<file path="config.mk">
export PLATFORM = sky130hd
export DESIGN_NAME = alu_issue_ctrl
export DESIGN_NICKNAME = d
export VERILOG_FILES = /design/src/rtl/alu_issue_ctrl_pkg.sv /design/src/rtl/alu_regfile.sv /design/src/rtl/alu_issue_ctrl.sv
export SDC_FILE = /design/constraint.sdc
export NUM_CORES = 1
export LEC_CHECK = 0
export ABC_AREA = 1
export BUFFER_PORTS_ARGS = -buffer_cell sky130_fd_sc_hd__buf_2
export CORE_ASPECT_RATIO = 1.4
export CORE_UTILIZATION = 57
export CTS_BUF_LIST = sky130_fd_sc_hd__clkbuf_4 sky130_fd_sc_hd__clkbuf_8
export DETAILED_ROUTE_END_ITERATION = 7
export GPL_TIMING_DRIVEN = 0
export PLACE_DENSITY = 0.82
export SLEW_MARGIN = 20
export SYNTH_ARGS = -nofsm -noshare
export SYNTH_HDL_FRONTEND = slang
export SYNTH_SLANG_ARGS = --single-unit
</file>
<file path="constraint.sdc">
create_clock -name clk -period 1.95 [get_ports clk]
set_clock_uncertainty 0.2 [all_clocks]
set_input_delay 0.195 -clock clk [delete_from_list [all_inputs] [get_ports clk]]
set_output_delay 0.195 -clock clk [all_outputs]
set_load 0.01 [all_outputs]
</file>
<file path="src/rtl/alu_issue_ctrl_pkg.sv">
// Shared definitions for the ALU issue/writeback controller: widths, opcodes,
// FSM states and the instruction word layout.
package alu_issue_ctrl_pkg;

  localparam int DATA_W = 8;
  localparam int NREGS  = 4;
  localparam int REG_AW = $clog2(NREGS);
  localparam int INSTR_W = 16;

  typedef enum logic [1:0] {
    OP_ADD = 2'b00,
    OP_SUB = 2'b01,
    OP_MUL = 2'b10,
    OP_LDI = 2'b11
  } opcode_e;

  typedef enum logic [1:0] {
    ST_IDLE  = 2'b00,
    ST_READ  = 2'b01,
    ST_EXEC  = 2'b10,
    ST_WRITE = 2'b11
  } state_e;

  // Field order fixes the bit positions: [15:14] op, [13:12] rd,
  // [11:10] rs1, [9:8] rs2, [7:0] imm.
  typedef struct packed {
    opcode_e                 opcode;
    logic [REG_AW-1:0]       rd;
    logic [REG_AW-1:0]       rs1;
    logic [REG_AW-1:0]       rs2;
    logic [DATA_W-1:0]       imm;
  } instr_t;

endpackage

</file>
<file path="src/rtl/alu_regfile.sv">
// NREGS x DATA_W register file with two registered read ports loaded on
// rd_en, one write port, a combinational debug port and synchronous clear.
module alu_regfile
  import alu_issue_ctrl_pkg::*;
(
  input  logic              clk,
  input  logic              rst_n,
  input  logic              rd_en,
  input  logic [REG_AW-1:0] rs1_addr,
  input  logic [REG_AW-1:0] rs2_addr,
  input  logic              wr_en,
  input  logic [REG_AW-1:0] wr_addr,
  input  logic [DATA_W-1:0] wr_data,
  input  logic [REG_AW-1:0] dbg_addr,
  output logic [DATA_W-1:0] op_a,
  output logic [DATA_W-1:0] op_b,
  output logic [DATA_W-1:0] dbg_data
);

  logic [DATA_W-1:0] regs_q [NREGS];
  logic [DATA_W-1:0] regs_d [NREGS];
  logic [DATA_W-1:0] op_a_q, op_a_d;
  logic [DATA_W-1:0] op_b_q, op_b_d;

  always_comb begin
    regs_d = regs_q;
    op_a_d = op_a_q;
    op_b_d = op_b_q;
    if (wr_en) regs_d[wr_addr] = wr_data;
    if (rd_en) begin
      op_a_d = regs_q[rs1_addr];
      op_b_d = regs_q[rs2_addr];
    end
  end

  always_ff @(posedge clk) begin
    if (!rst_n) begin
      for (int i = 0; i < NREGS; i++) regs_q[i] <= '0;
      op_a_q <= '0;
      op_b_q <= '0;
    end else begin
      regs_q <= regs_d;
      op_a_q <= op_a_d;
      op_b_q <= op_b_d;
    end
  end

  assign op_a     = op_a_q;
  assign op_b     = op_b_q;
  assign dbg_data = regs_q[dbg_addr];

endmodule

</file>
<file path="src/rtl/alu_issue_ctrl.sv">
// Issue/writeback controller in front of the combinational ALU:
// IDLE accepts, READ fetches operands, EXEC samples the ALU, WRITE retires.
module alu_issue_ctrl
  import alu_issue_ctrl_pkg::*;
(
  input  logic               clk,
  input  logic               rst_n,
  // valid/ready: an instruction transfers on a rising edge where both
  // instr_valid and instr_ready are high; the source holds instr until then.
  input  logic               instr_valid,
  output logic               instr_ready,
  input  logic [INSTR_W-1:0] instr,
  output logic [DATA_W-1:0]  alu_first,
  output logic [DATA_W-1:0]  alu_second,
  output logic               alu_mul,
  output logic               alu_sub,
  input  logic [DATA_W-1:0]  alu_result,
  output logic               done,
  output logic [REG_AW-1:0]  wb_addr,
  output logic [DATA_W-1:0]  wb_data,
  input  logic [REG_AW-1:0]  dbg_addr,
  output logic [DATA_W-1:0]  dbg_data
);

  state_e            state_q, state_d;
  instr_t            instr_q, instr_d;
  logic [DATA_W-1:0] res_q, res_d;
  logic              done_q, done_d;
  logic [REG_AW-1:0] wb_addr_q, wb_addr_d;
  logic [DATA_W-1:0] wb_data_q, wb_data_d;
  logic              rd_en;
  logic              wr_en;

  always_comb begin
    state_d     = state_q;
    instr_d     = instr_q;
    res_d       = res_q;
    done_d      = 1'b0;
    wb_addr_d   = wb_addr_q;
    wb_data_d   = wb_data_q;
    rd_en       = 1'b0;
    wr_en       = 1'b0;
    alu_mul     = 1'b0;
    alu_sub     = 1'b0;
    instr_ready = 1'b0;
    case (state_q)
      ST_IDLE: begin
        instr_ready = 1'b1;
        if (instr_valid) begin
          instr_d = instr_t'(instr);
          // LDI needs no operands, so it skips straight to write-back.
          if (instr_d.opcode == OP_LDI) begin
            res_d   = instr_d.imm;
            state_d = ST_WRITE;
          end else begin
            state_d = ST_READ;
          end
        end
      end
      ST_READ: begin
        rd_en   = 1'b1;
        state_d = ST_EXEC;
      end
      ST_EXEC: begin
        alu_sub = (instr_q.opcode == OP_SUB);
        alu_mul = (instr_q.opcode == OP_MUL);
        res_d   = alu_result;
        state_d = ST_WRITE;
      end
      ST_WRITE: begin
        wr_en     = 1'b1;
        done_d    = 1'b1;
        wb_addr_d = instr_q.rd;
        wb_data_d = res_q;
        state_d   = ST_IDLE;
      end
      default: state_d = ST_IDLE;
    endcase
  end

  always_ff @(posedge clk) begin
    if (!rst_n) begin
      state_q   <= ST_IDLE;
      instr_q   <= '0;
      res_q     <= '0;
      done_q    <= 1'b0;
      wb_addr_q <= '0;
      wb_data_q <= '0;
    end else begin
      state_q   <= state_d;
      instr_q   <= instr_d;
      res_q     <= res_d;
      done_q    <= done_d;
      wb_addr_q <= wb_addr_d;
      wb_data_q <= wb_data_d;
    end
  end

  // Operand registers live in the regfile read ports and hold between uses.
  alu_regfile u_regfile (
    .clk      (clk),
    .rst_n    (rst_n),
    .rd_en    (rd_en),
    .rs1_addr (instr_q.rs1),
    .rs2_addr (instr_q.rs2),
    .wr_en    (wr_en),
    .wr_addr  (instr_q.rd),
    .wr_data  (res_q),
    .dbg_addr (dbg_addr),
    .op_a     (alu_first),
    .op_b     (alu_second),
    .dbg_data (dbg_data)
  );

  assign done    = done_q;
  assign wb_addr = wb_addr_q;
  assign wb_data = wb_data_q;

endmodule

</file>
# Word-level counts from Yosys, hierarchy flattened
# Cells that the tools add are included.
[totals] output_inout_bits=38 ff_bits=77
[op_classes] n_mux=23 n_reduce_logical=5 n_lt_le_gt_ge=5 bitwise_logic=4 n_eq_ne=8
[op_table] op="8-bit 2-to-1 mux" n=9
[op_table] op="8-bit binary-select mux with 2-bit select" n=3
[op_table] op="32-bit bitwise mux" n=1
[op_table] op="8-bit demux with 2-bit select" n=1
[op_table] op="8-bit one-hot mux with 2 select lines" n=1
[op_table] op="3-bit greater-or-equal comparator, second input constant" n=4
[op_table] op="2-bit NOT with 3-bit output" n=4
[op_table] op="2-bit equality test, second input constant" n=4
[op_table] op="2-bit one-hot mux with 4 select lines" n=1
[op_table] op="1-bit 2-to-1 mux" n=5
[op_table] op="2-bit by 1-bit equality test with 1-bit output, second input constant" n=2
[op_table] op="2-bit 2-to-1 mux" n=2
[op_table] op="2-bit != test, second input constant" n=2
[op_table] op="3-bit by 1-bit less-than comparator with 1-bit output, second input constant" n=1
[op_table] op="3-bit AND reduction" n=1
[op_table] op="2-bit logical NOT" n=1
[op_table] op="2-bit AND reduction" n=1
[op_table] op="2-bit nonzero test" n=1
[op_table] op="1-bit logical AND" n=1

# Logic depth before layout (Yosys ltp)
[logic_depth] depth_word=6 ltp_mapped=8

# Cells and area by module
# Synthesis repeated with hierarchy kept, for this count alone.
[unflattened] cells_unflattened=553 area_unflattened_um2=3673.5
[modules_own_cells] module="alu_regfile" cells_per_inst=374 n_inst=1 seq_area_each_um2=960.9 area_each_um2=2412.3
[modules_own_cells] module="alu_issue_ctrl" cells_per_inst=179 n_inst=1 seq_area_each_um2=580.6 area_each_um2=1261.2

# Worst setup path after synthesis
# Ideal clock, no wire load.
[synth_path] path_type="flip-flop to flip-flop" startpoint="register state_q[0]" endpoint="register res_q[0]" path_stages_with_launch=8 t_arrival_ps=1337 required_time_ps=1686 setup_time_ps=64 synth_period_minus_slack_ps=1601 setup_slack_ps=349 cell_sequence="dfxtp_1 -> inv_1 -> ha_1 -> nand2_1 -> nor2_1 -> nor2_1 -> nor2_1 -> nor2_1"
[synth_via] elab_chain_cells=3
[synth_lines] element="from (decl)" line_no="alu_issue_ctrl.sv:25" rtl="state_e state_q, state_d;"
[synth_lines] element="from (signal assigned)" line_no="alu_issue_ctrl.sv:90" rtl="state_q <= state_d;"
[synth_lines] element="2-bit equality test / 2-bit logical NOT (equally long branches)" line_no="alu_issue_ctrl.sv:46" rtl="case (state_q)"
[synth_lines] element="2-bit nonzero test (no source line) / 2-bit != test (equally long branches)"
[synth_lines] element="3-bit AND reduction (no source line)"
[synth_lines] element="to (signal assigned)" line_no="alu_issue_ctrl.sv:92" rtl="res_q <= res_d;"
[synth_lines] element="to (decl)" line_no="alu_issue_ctrl.sv:27" rtl="logic [DATA_W-1:0] res_q, res_d;"
# Several ways; a longest one is shown, not always the timed one.
# A chain may end at the register's enable or synchronous reset.

# Final worst setup path
[layout_path] startpoint="register state_q[0]" endpoint="output port alu_mul"
[layout_via] elab_chain_cells=2
[layout_lines] element="2-bit equality test" line_no="alu_issue_ctrl.sv:46"
[layout_lines] element="1-bit 2-to-1 mux" line_no="alu_issue_ctrl.sv:46"
[layout_lines] element="to (decl)" line_no="alu_issue_ctrl.sv:15" rtl="output logic alu_mul,"
# No other way between the ends.

==> metrics.cfg <==
[timing]
setup_tns_ps=0
rsz0062_at_grt=no
period_share_pct=94.8
final_max_slew_viol_count=0
setup_viol=0
fmax_mhz=541
slew_headroom_pct=65.9
min_period_ps=1850
hold_viol_final=0
tightest_slew_ps=511
hold_ws_ps=68.3

[clocking]
cts_made_buffers=9
cts.htree.levels=3
cts_root_buffer=clkbuf_8
clk_pin_slew_ps=80
clockBufferDepth=2
cts_setup_buffers=0
worstSkewPairLatency_ps=350
cts_tree=done
clock_sinks=77

[global_route]
grt_pass1_vias=3706
antenna_found_initial=0
grt_max_degree=13
grt_overflow=0
grt_pass1_wl_um=17300
track_usage_pct=33.1

[die]
io_pins=67
start_util_pct=60.3
die_w_um=69.0
die_area_um2=6610
die_h_um=95.8
coreArea_um2=5950
placement_rows=33

[final_layout]
area_delta_synth_final_pct=26.8
nNetsFinal=671
fin_cells=712
design_area_um2=4550
drive_gt1_share_pct=17.0
fillers=480
insertedDiodeCount=0

[worst_hold_path]
min_path_cells=3
hold_class=in2reg
min_from=rst_n

[place]
dpl_cell_area_um2=4000
port_buffers=65
dp_cells=670
gp_congestion=0.969
dp_hpwl_um=7440

[synth]
ys_ff_latch=77
ys_warn_count=0
synth_cells=535
yosysSeqAreaShare_pct=43.0
synth_area_um2=3580
syn_nets=569
yosysUniqueCellTypes=17
avgSynthCellArea_um2=6.70

[setup_path]
cp_num_buf_inv=3
path_cells=inv_1 > ha_2 > buf_6 > nand2_1 > nor2_1 > buf_2
slowest_delay_ps=340
crit_arrival_ps=1450
r2r_cells=8
cp.depth=6
cp_max_fo=10
cpMaxStageDelayCell=dfxtp_2
endpoint_kind=output pin
crit_start=state_q[0]
cp_data_required_time_ps=1550
r2r-start=state_q[1]
criticalPathCategory=reg2out
cp-start-kind=flip-flop
cpLargestDelayFamily=buffers and inverters

[job]
maxCapViolations=0

[drt]
via_per_inst=5.58
drt-met1-wl_um=4010
met3_length_um=603
drtPass1Iterations=8
drtIter0Drc=325
wl_met2_um=5500
avgRoutedWirePerCell_um=14.9
drc=0
ant_nets=0
routed_wl_um=10600
vias=3972
top_layer_used=met4

[power]
cellLeakagePower_nw=2.08
irDropWorstVdd_uv=678
p_per_area_nw_per_um2=1090

[outcome]
status=finished, final reports clean

worst min-delay path, cell delays in order:
cell      delay, ps
clkbuf_1        210
o21ai_0         130
nor2_1           40
report_power, final:
part,switching [mW],internal (mW),total [mW]
Clock,0.575,1.02,1.60
Combinational,0.876,0.512,1.39
Sequential,0.167,1.81,1.98
registers in the layout, indices dropped and copies added, names as in the netlist:
signal	count
u_regfile.op_a	8
res_q	8
state_q	2
wb_addr	2
done	1
instr_q	8
u_regfile.regs_q	32
u_regfile.op_b	8
wb_data	8
kinds of logic after synthesis:
logic type	after synthesis	share of synthesized area, %
buffers and inverters	63	7.40
AOI/OAI and AO/OA	142	19.8
adders and majority gates	5	1.75
DFF	77	43.0
and+or+nand+nor	248	28.0
cells in the mapped netlist:
| cell | count | share of area (%) |
|---|---|---|
| clkinv_1 | 4 | 0.42 |
| clkbuf_2 | 1 | 0.14 |
| o21ai_1 | 7 | 0.98 |
| nand3_1 | 42 | 5.9 |
| nand2_1 | 120 | 13 |
| nand3_2 | 1 | 0.28 |
| ha_1 | 5 | 1.7 |
| buf_2 | 10 | 1.4 |
| nor2_1 | 83 | 8.7 |
| inv_2 | 5 | 0.52 |
| clkbuf_1 | 12 | 1.3 |
| a21oi_1 | 49 | 6.8 |
| dfxtp_1 | 77 | 43 |
| nor2_4 | 2 | 0.63 |
| inv_1 | 27 | 2.8 |
| o21ai_0 | 86 | 12 |
| buf_4 | 4 | 0.84 |
layout by cell type, fill, tap and decap left out:
master,n
a21oi_1,49
buf_2,74
buf_4,4
buf_6,1
bufinv_16,4
clkbuf_1,11
clkbuf_2,2
clkbuf_4,3
clkbuf_8,9
clkinv_1,4
dfxtp_1,76
dfxtp_2,1
dlygate4sd3_1,26
ha_1,4
ha_2,1
inv_1,27
inv_2,5
nand2_1,119
nand2_2,1
nand3_1,42
nand3_2,1
nor2_1,82
nor2_4,3
o21ai_0,86
o21ai_1,7
cell type report:
cell class / count / area [um2] / area share (%)
Multi-Input combinational cell: 395 / 1790 / 39.4
Sequential cell: 77 / 1540 / 33.9
Clock inverter: 4 / 120 / 2.64
Clock buffer: 12 / 146 / 3.22
Tap cell: 70 / 87.6 / 1.93
Timing Repair Buffer: 91 / 586 / 12.9
Inverter: 36 / 135 / 2.97
Buffer: 27 / 138 / 3.03
metal layers:
layer  vias to the layer above  global-route usage (%)
li1                       1959                       -
met1                      1769                    34.4
met2                       196                    62.3
met3                        48                    3.35
met4                         0                    23.6
met5                         -                       0
final timing paths:
path | to | slack [ps]
worst min-delay path | u_regfile.regs_q[26] | 70
worst max register to register | res_q[0] | 200
worst min register to register | wb_addr[0] | 280
worst max-delay path | alu_mul | 100
metrics by stage:
| stage | util, % | total power [mW] | worst slack, ps |
|---|---|---|---|
| final | 76.5 | 4.96 | 101 |
| after global routing | 76.5 | 5.23 | 0.243 |
| after CTS | 76.1 | 4.93 | 24.7 |
| after detailed placement | 67.2 | 3.31 | 61.3 |
| after global placement | 67.2 | 3.27 | 88.4 |
| after floorplan | - | 2.86 | 349 |
what timing repair did:
action	4_1_cts	5_1_grt
endpoints found under the setup margin	1	14
endpoints found under the hold margin	23	0
hold buffers	26	0
resized for setup	1	8
Power figures use the tool's default switching activity.
